==> src/rtl/if_id_queue_pkg.sv <==
// Shared constants and types for the IF/ID instruction queue.
// Optional zero-latency bypass is enabled by defining IF_ID_QUEUE_BYPASS_EN.
package if_id_queue_pkg;

    localparam int          INSTR_W       = 32;
    localparam int          PC_W          = 32;
    localparam int          DEFAULT_DEPTH = 4;
    localparam logic [31:0] NOP           = 32'h0000_0000;

    typedef struct packed {
        logic [INSTR_W-1:0] instr;
        logic [PC_W-1:0]    pc;
    } entry_t;

    localparam int ENTRY_W = $bits(entry_t);

endpackage

==> src/rtl/if_id_queue_queue_storage.sv <==
// Register array for queued {instr, pc} pairs: one synchronous write port,
// one asynchronous read port.
module queue_storage #(
    parameter int DEPTH = 4,
    parameter int AW    = 2,
    parameter int W     = 64
) (
    input  logic          clk,
    input  logic          wr_en,
    input  logic [AW-1:0] wr_addr,
    input  logic [W-1:0]  wr_data,
    input  logic [AW-1:0] rd_addr,
    output logic [W-1:0]  rd_data
);

    logic [W-1:0] r_mem [DEPTH];

    // NOTE: the array has no reset; the pointers and count qualify every read,
    // so stale contents are never observable and the array maps to plain flops/RAM.
    always_ff @(posedge clk) begin
        if (wr_en) begin
            r_mem[wr_addr] <= wr_data;
        end
    end

    assign rd_data = r_mem[rd_addr];

endmodule

==> src/rtl/if_id_queue.sv <==
// Elastic FIFO between fetch and decode with flush on redirect.
// Define IF_ID_QUEUE_BYPASS_EN for a zero-latency empty-queue bypass.
module if_id_queue
    import if_id_queue_pkg::*;
#(
    parameter int DEPTH = DEFAULT_DEPTH,
    parameter int AW    = 2
) (
    input  logic               clk,
    input  logic               reset,
    input  logic               in_valid,
    input  logic [INSTR_W-1:0] in_instr,
    input  logic [PC_W-1:0]    in_pc,
    output logic               in_ready,
    input  logic               flush,
    output logic               out_valid,
    output logic [INSTR_W-1:0] out_instr,
    output logic [PC_W-1:0]    out_pc,
    output logic [PC_W-1:0]    out_pcplus4,
    input  logic               out_ready,
    output logic [AW:0]        count
);

    if (AW != $clog2(DEPTH) || DEPTH < 2 || DEPTH > 16 || (DEPTH & (DEPTH - 1)) != 0) begin : g_param_check
        $error("if_id_queue: DEPTH must be a power of 2 in 2..16 and AW must equal log2(DEPTH)");
    end

    localparam logic [AW:0] FULL_COUNT = (AW + 1)'(DEPTH);

    logic [AW-1:0] r_rd_ptr;
    logic [AW-1:0] r_wr_ptr;
    logic [AW:0]   r_count;

    logic   w_empty;
    logic   w_full;
    logic   w_bypass;
    logic   w_push;
    logic   w_pop;
    logic   w_take;
    logic   w_wr;
    logic   w_rd;
    entry_t w_wr_data;
    entry_t w_rd_data;

    assign w_empty = (r_count == '0);
    assign w_full  = (r_count == FULL_COUNT);

`ifdef IF_ID_QUEUE_BYPASS_EN
    assign w_bypass = w_empty & in_valid & ~flush;
`else
    assign w_bypass = 1'b0;
`endif

    assign in_ready  = ~w_full;
    assign out_valid = (~w_empty & ~flush) | w_bypass;

    assign w_push = in_valid & in_ready & ~flush;
    assign w_pop  = out_valid & out_ready;

    // A bypassed pair taken by decode in the same cycle never touches storage.
    assign w_take = w_bypass & out_ready;
    assign w_wr   = w_push & ~w_take;
    assign w_rd   = w_pop & ~w_take;

    assign w_wr_data.instr = in_instr;
    assign w_wr_data.pc    = in_pc;

    queue_storage #(
        .DEPTH (DEPTH),
        .AW    (AW),
        .W     (ENTRY_W)
    ) u_storage (
        .clk     (clk),
        .wr_en   (w_wr),
        .wr_addr (r_wr_ptr),
        .wr_data (w_wr_data),
        .rd_addr (r_rd_ptr),
        .rd_data (w_rd_data)
    );

    // NOTE: every output gets a default first so no path leaves it unassigned
    // and no latch is inferred.
    always_comb begin
        out_instr = NOP;
        out_pc    = '0;
        if (w_bypass) begin
            out_instr = in_instr;
            out_pc    = in_pc;
        end else if (!w_empty) begin
            out_instr = w_rd_data.instr;
            out_pc    = w_rd_data.pc;
        end
    end

    assign out_pcplus4 = out_pc + 32'd4;

    // NOTE: sequential state uses non-blocking assignments so all registers
    // update together from the pre-edge values.
    always_ff @(posedge clk or posedge reset) begin
        if (reset) begin
            r_rd_ptr <= '0;
            r_wr_ptr <= '0;
            r_count  <= '0;
        end else if (flush) begin
            r_rd_ptr <= '0;
            r_wr_ptr <= '0;
            r_count  <= '0;
        end else begin
            if (w_wr) r_wr_ptr <= r_wr_ptr + 1'b1;
            if (w_rd) r_rd_ptr <= r_rd_ptr + 1'b1;
            case ({w_wr, w_rd})
                2'b10:   r_count <= r_count + 1'b1;
                2'b01:   r_count <= r_count - 1'b1;
                default: r_count <= r_count;
            endcase
        end
    end

    assign count = r_count;

endmodule

==> config.mk <==
export PLATFORM = sky130hd
export DESIGN_NAME = if_id_queue
export DESIGN_NICKNAME = d
export VERILOG_FILES = /design/src/rtl/if_id_queue_pkg.sv /design/src/rtl/if_id_queue_queue_storage.sv /design/src/rtl/if_id_queue.sv
export SDC_FILE = /design/constraint.sdc
export NUM_CORES = 1
export LEC_CHECK = 0
export ABC_AREA = 1
export CORE_MARGIN = 8
export CORE_UTILIZATION = 29
export CTS_CLUSTER_SIZE = 25
export DETAILED_ROUTE_END_ITERATION = 8
export HOLD_SLACK_MARGIN = 0.12
export SLEW_MARGIN = 15
export SYNTH_ARGS = -nofsm -noshare
export SYNTH_HDL_FRONTEND = slang
export SYNTH_SLANG_ARGS = --single-unit
export TNS_END_PERCENT = 10
==> constraint.sdc <==
create_clock -name clk -period 6.2 [get_ports clk]
set_input_delay 1.55 -clock clk [delete_from_list [all_inputs] [get_ports clk]]
set_output_delay 1.55 -clock clk [all_outputs]
set_load 0.03 [all_outputs]
==> impl_metrics.tcl <==
set metrics [dict create \
    postRouteAntennaNets 0 \
    crit_type "reg -> out" \
    cts_hold_repair.buffers 0 \
    r2r-start "count[0]$_DFFE_PP0P_" \
    antenna_found_initial 4 \
    dieHeight_um 218 \
    syn_to_final_growth_pct 26.2 \
    cp_slowest_cell "clkdlybuf4s50_1" \
    track_usage_pct 13.1 \
    finalMaxSlewViolations 0 \
    ctsResizeCount 0 \
    finalHoldViolations 0 \
    fin_skew_ns 0.00855 \
    max_stage_delay_ns 0.69 \
    layout-drive-gt1-share_pct 9.29 \
    power.density_mw_per_mm2 494 \
    wl_per_cell_um 17.5 \
    gp_congestion 0.893 \
    worst-slew-pin-transition_ns 1.02 \
    rsz0062_at_grt "false" \
    max_freq_mhz 181 \
    via_per_inst 4.52 \
    fin_setup_tns_ns 0 \
    via_count 8297 \
    ys_seq_elements 263 \
    synth.mux.area_fraction_pct 0 \
    synthFlopType "edfxtp_1" \
    start_util_pct 29.2 \
    drcViolationCount 0 \
    grt_max_degree 128 \
    final_area_mm2 0.0150 \
    yosys-top-cells-count "nand2_1 (258), edfxtp_1 (256), nor2_1 (203)" \
    nNetsFinal 1355 \
    synth_enable_flop_cells 256 \
    startpoint_type "register" \
    ioPinCount 170 \
    final.period_utilization_pct 89.3 \
    crit_required_ns 4.65 \
    crit_family "buffers and inverters" \
    internal_power_mw 4.21 \
    worstPathBufferInverterCount 2 \
    switching_share_pct 43.0 \
    synth_nets 1193 \
    cts_setup_buffers 0 \
    p_clk_share_pct 22.4 \
    clkLatencyLatePin_ns 0.53 \
    setup_viol 0 \
    fillers 4051 \
    synth_area_mm2 0.0119 \
    power_mw 7.38 \
    arrival_ns 3.99 \
    setup_slack_ns 0.663 \
    ys_types 30 \
    power_switching_mw 3.17 \
    synth_xor_area_share_pct 1.26 \
    netlist_instances 1118 \
    synth_compound_area_share_pct 5.04 \
    yosysTopAreaCellShare_pct 64.9 \
    vdd_ir_drop_max_mv 0.337 \
    htreeDepth 1 \
    power.leakage_nw 5.37 \
    drv_cap 0 \
    end_kind "output port" \
    path_clk_slew_ns 0.06 \
    synth.largest_area_cell "edfxtp_1" \
    die_width_um 218 \
    synth_top_family_by_area "simple AND/OR/NAND/NOR gates" \
    worstSetupStartpoint "r_rd_ptr[0]$_DFFE_PP0P_" \
    dpl.hpwl_mm 21.4 \
    cp_max_fo 127 \
    place_area_mm2 0.0140 \
    synth_area_leaders "edfxtp_1 (65%), nand2_1 (8.2%), nor2_1 (6.4%), o21ai_0 (3.3%), nand3_1 (3.2%)" \
    grt_pass1_vias 8288 \
    coreArea_mm2 0.0406 \
    clockBufferDepth 3 \
    clock-sinks 263 \
    drtIter0Drc 467 \
    seq_area_frac_synth_pct 66.3 \
    path_cells "inv_8 -> nand2_1 -> nand3_1 -> nand2_1 -> nor2_4 -> ha_1 -> nand3_1 -> nor2_4 -> nand2_4 -> nor2_4 -> nand2_1 -> xor2_1 -> clkdlybuf4s50_1" \
    ys_async_sr_fraction_pct 2.66 \
    num_rows 74 \
    min-delay-start "r_wr_ptr[0]$_DFFE_PP0P_" \
    power_frac_comb_pct 48.8 \
    numCtsBuffers 28 \
    drt_first_pass_iters 4 \
    status "finished, final reports clean" \
    root_buffer "clkbuf_16" \
    gr-total-overflow 0 \
    syn_area_per_cell_um2 10.6 \
    yosysWarnings 0 \
    synthAdderAreaFrac_pct 0.697 \
    wl_mm 32.1 \
    yosys.area_share.simple_pct 21.6 \
    port-buffer-count 169 \
    cts_tree "yes" \
    min_path_type "reg -> reg" \
    relSlewSlack_pct 32.3 \
    dp_slack_ns 1.18 \
    seq_power_share_pct 28.8 \
    die_area_mm2 0.0476 \
    fin_crit_ns 5.54 \
    yosysMostFrequentCell "nand2_1" \
    grt_pass1_wl_mm 49.2 \
]
-- logic make-up after synthesis --
family | count (synthesis)
buffers and inverters | 121
AND/OR/NAND/NOR | 592
flip-flops | 263
XOR/XNOR | 17
AO/OA/AOI/OAI | 119
adder cells (fa/ha/maj) | 6
-- metal layers --
| layer | part of all wire, % | GRT usage [%] |
|---|---|---|
| met1 | 44 | 17.2 |
| met2 | 47 | 21.7 |
| met3 | 7.1 | 3.30 |
| met4 | 1.9 | 2.82 |
| met5 | 0.12 | 0 |
-- path summary, 6_finish.rpt --
path / endpoint / slack [ns] / depth (start not counted)
setup / recovery: out_pcplus4[20] / 0.66 / 13
hold / removal: r_wr_ptr[0]$_DFFE_PP0P_ / 0.64 / 3
setup reg to reg: u_storage.r_mem[0][49]$_DFFE_PP_ / 3.54 / 7
hold reg to reg: r_wr_ptr[0]$_DFFE_PP0P_ / 0.64 / 3
max in group asynchronous: r_rd_ptr[0]$_DFFE_PP0P_ / 4.65 / 2
min in group asynchronous: count[1]$_DFFE_PP0P_ / 1.27 / 2
-- placed cells by master (no fill, tap or decap) --
cell type	count
nand4_1	8
edfxtp_1	256
dfrtp_4	1
nand2_2	7
inv_4	1
inv_1	58
clkinv_2	6
ha_1	5
inv_2	9
nand3_4	1
xor2_1	16
buf_4	15
dfrtp_1	5
dfrtp_2	1
nand3_1	76
and2_1	1
o21ai_0	77
clkinv_4	2
nor2_2	17
nand2_4	1
nand3_2	6
clkbuf_1	1
diode_2	1
nor2_1	199
clkdlybuf4s50_1	169
nand2_1	258
fa_1	1
inv_8	1
clkinvlp_4	3
nor2_4	18
o21ai_1	2
a21oi_1	39
clkinv_1	8
bufinv_16	3
xnor2_1	1
clkbuf_16	29
o22ai_1	1
-- power groups by stage --
stage                     clock network [mW]  logic, mW  registers, mW
final                                   1.65       3.60           2.12
after CTS                               1.70       3.66           2.12
after global placement                     0       3.63           2.16
after detailed placement                   0       3.64           2.16
after global routing                    1.76       3.90           2.13
after floorplan                            0       2.28           2.14
-- through the flow --
stage                     std cells  utilization (%)  hold slack (ns)
after floorplan                1118                -            0.580
after global placement         1782             34.6            0.613
after detailed placement       1782             34.6            0.642
after CTS                      1834             36.9            0.652
after global routing           1834             36.9            0.682
final                          1835             36.9            0.644
-- final cells by class --
type                    instances  area [µm²]  share of cell area (%)
diodes                          1        2.50                  0.0167
clock buffers                  30         729                    4.88
clock inverters                22         190                    1.27
inverters                      69         269                    1.80
multi-input cells             734        3420                    22.9
flip-flops and latches        263        7870                    52.6
well taps                     532         666                    4.45
repair buffers                184        1800                    12.1
-- worst register-to-register path, stage by stage, from the launching register on --
cell and delay, ns:
dfrtp_1 0.40, inv_1 0.10, nand3_1 0.10, nand2_1 0.09, nor2_1 0.23, inv_1 0.23, nor2_4 0.69, buf_4 0.46
-- registers in the layout (all words and copies together) (netlist names) --
signal,count
count,3
u_storage.r_mem,256
r_wr_ptr,2
r_rd_ptr,2
(Power assumes the default switching activity.)
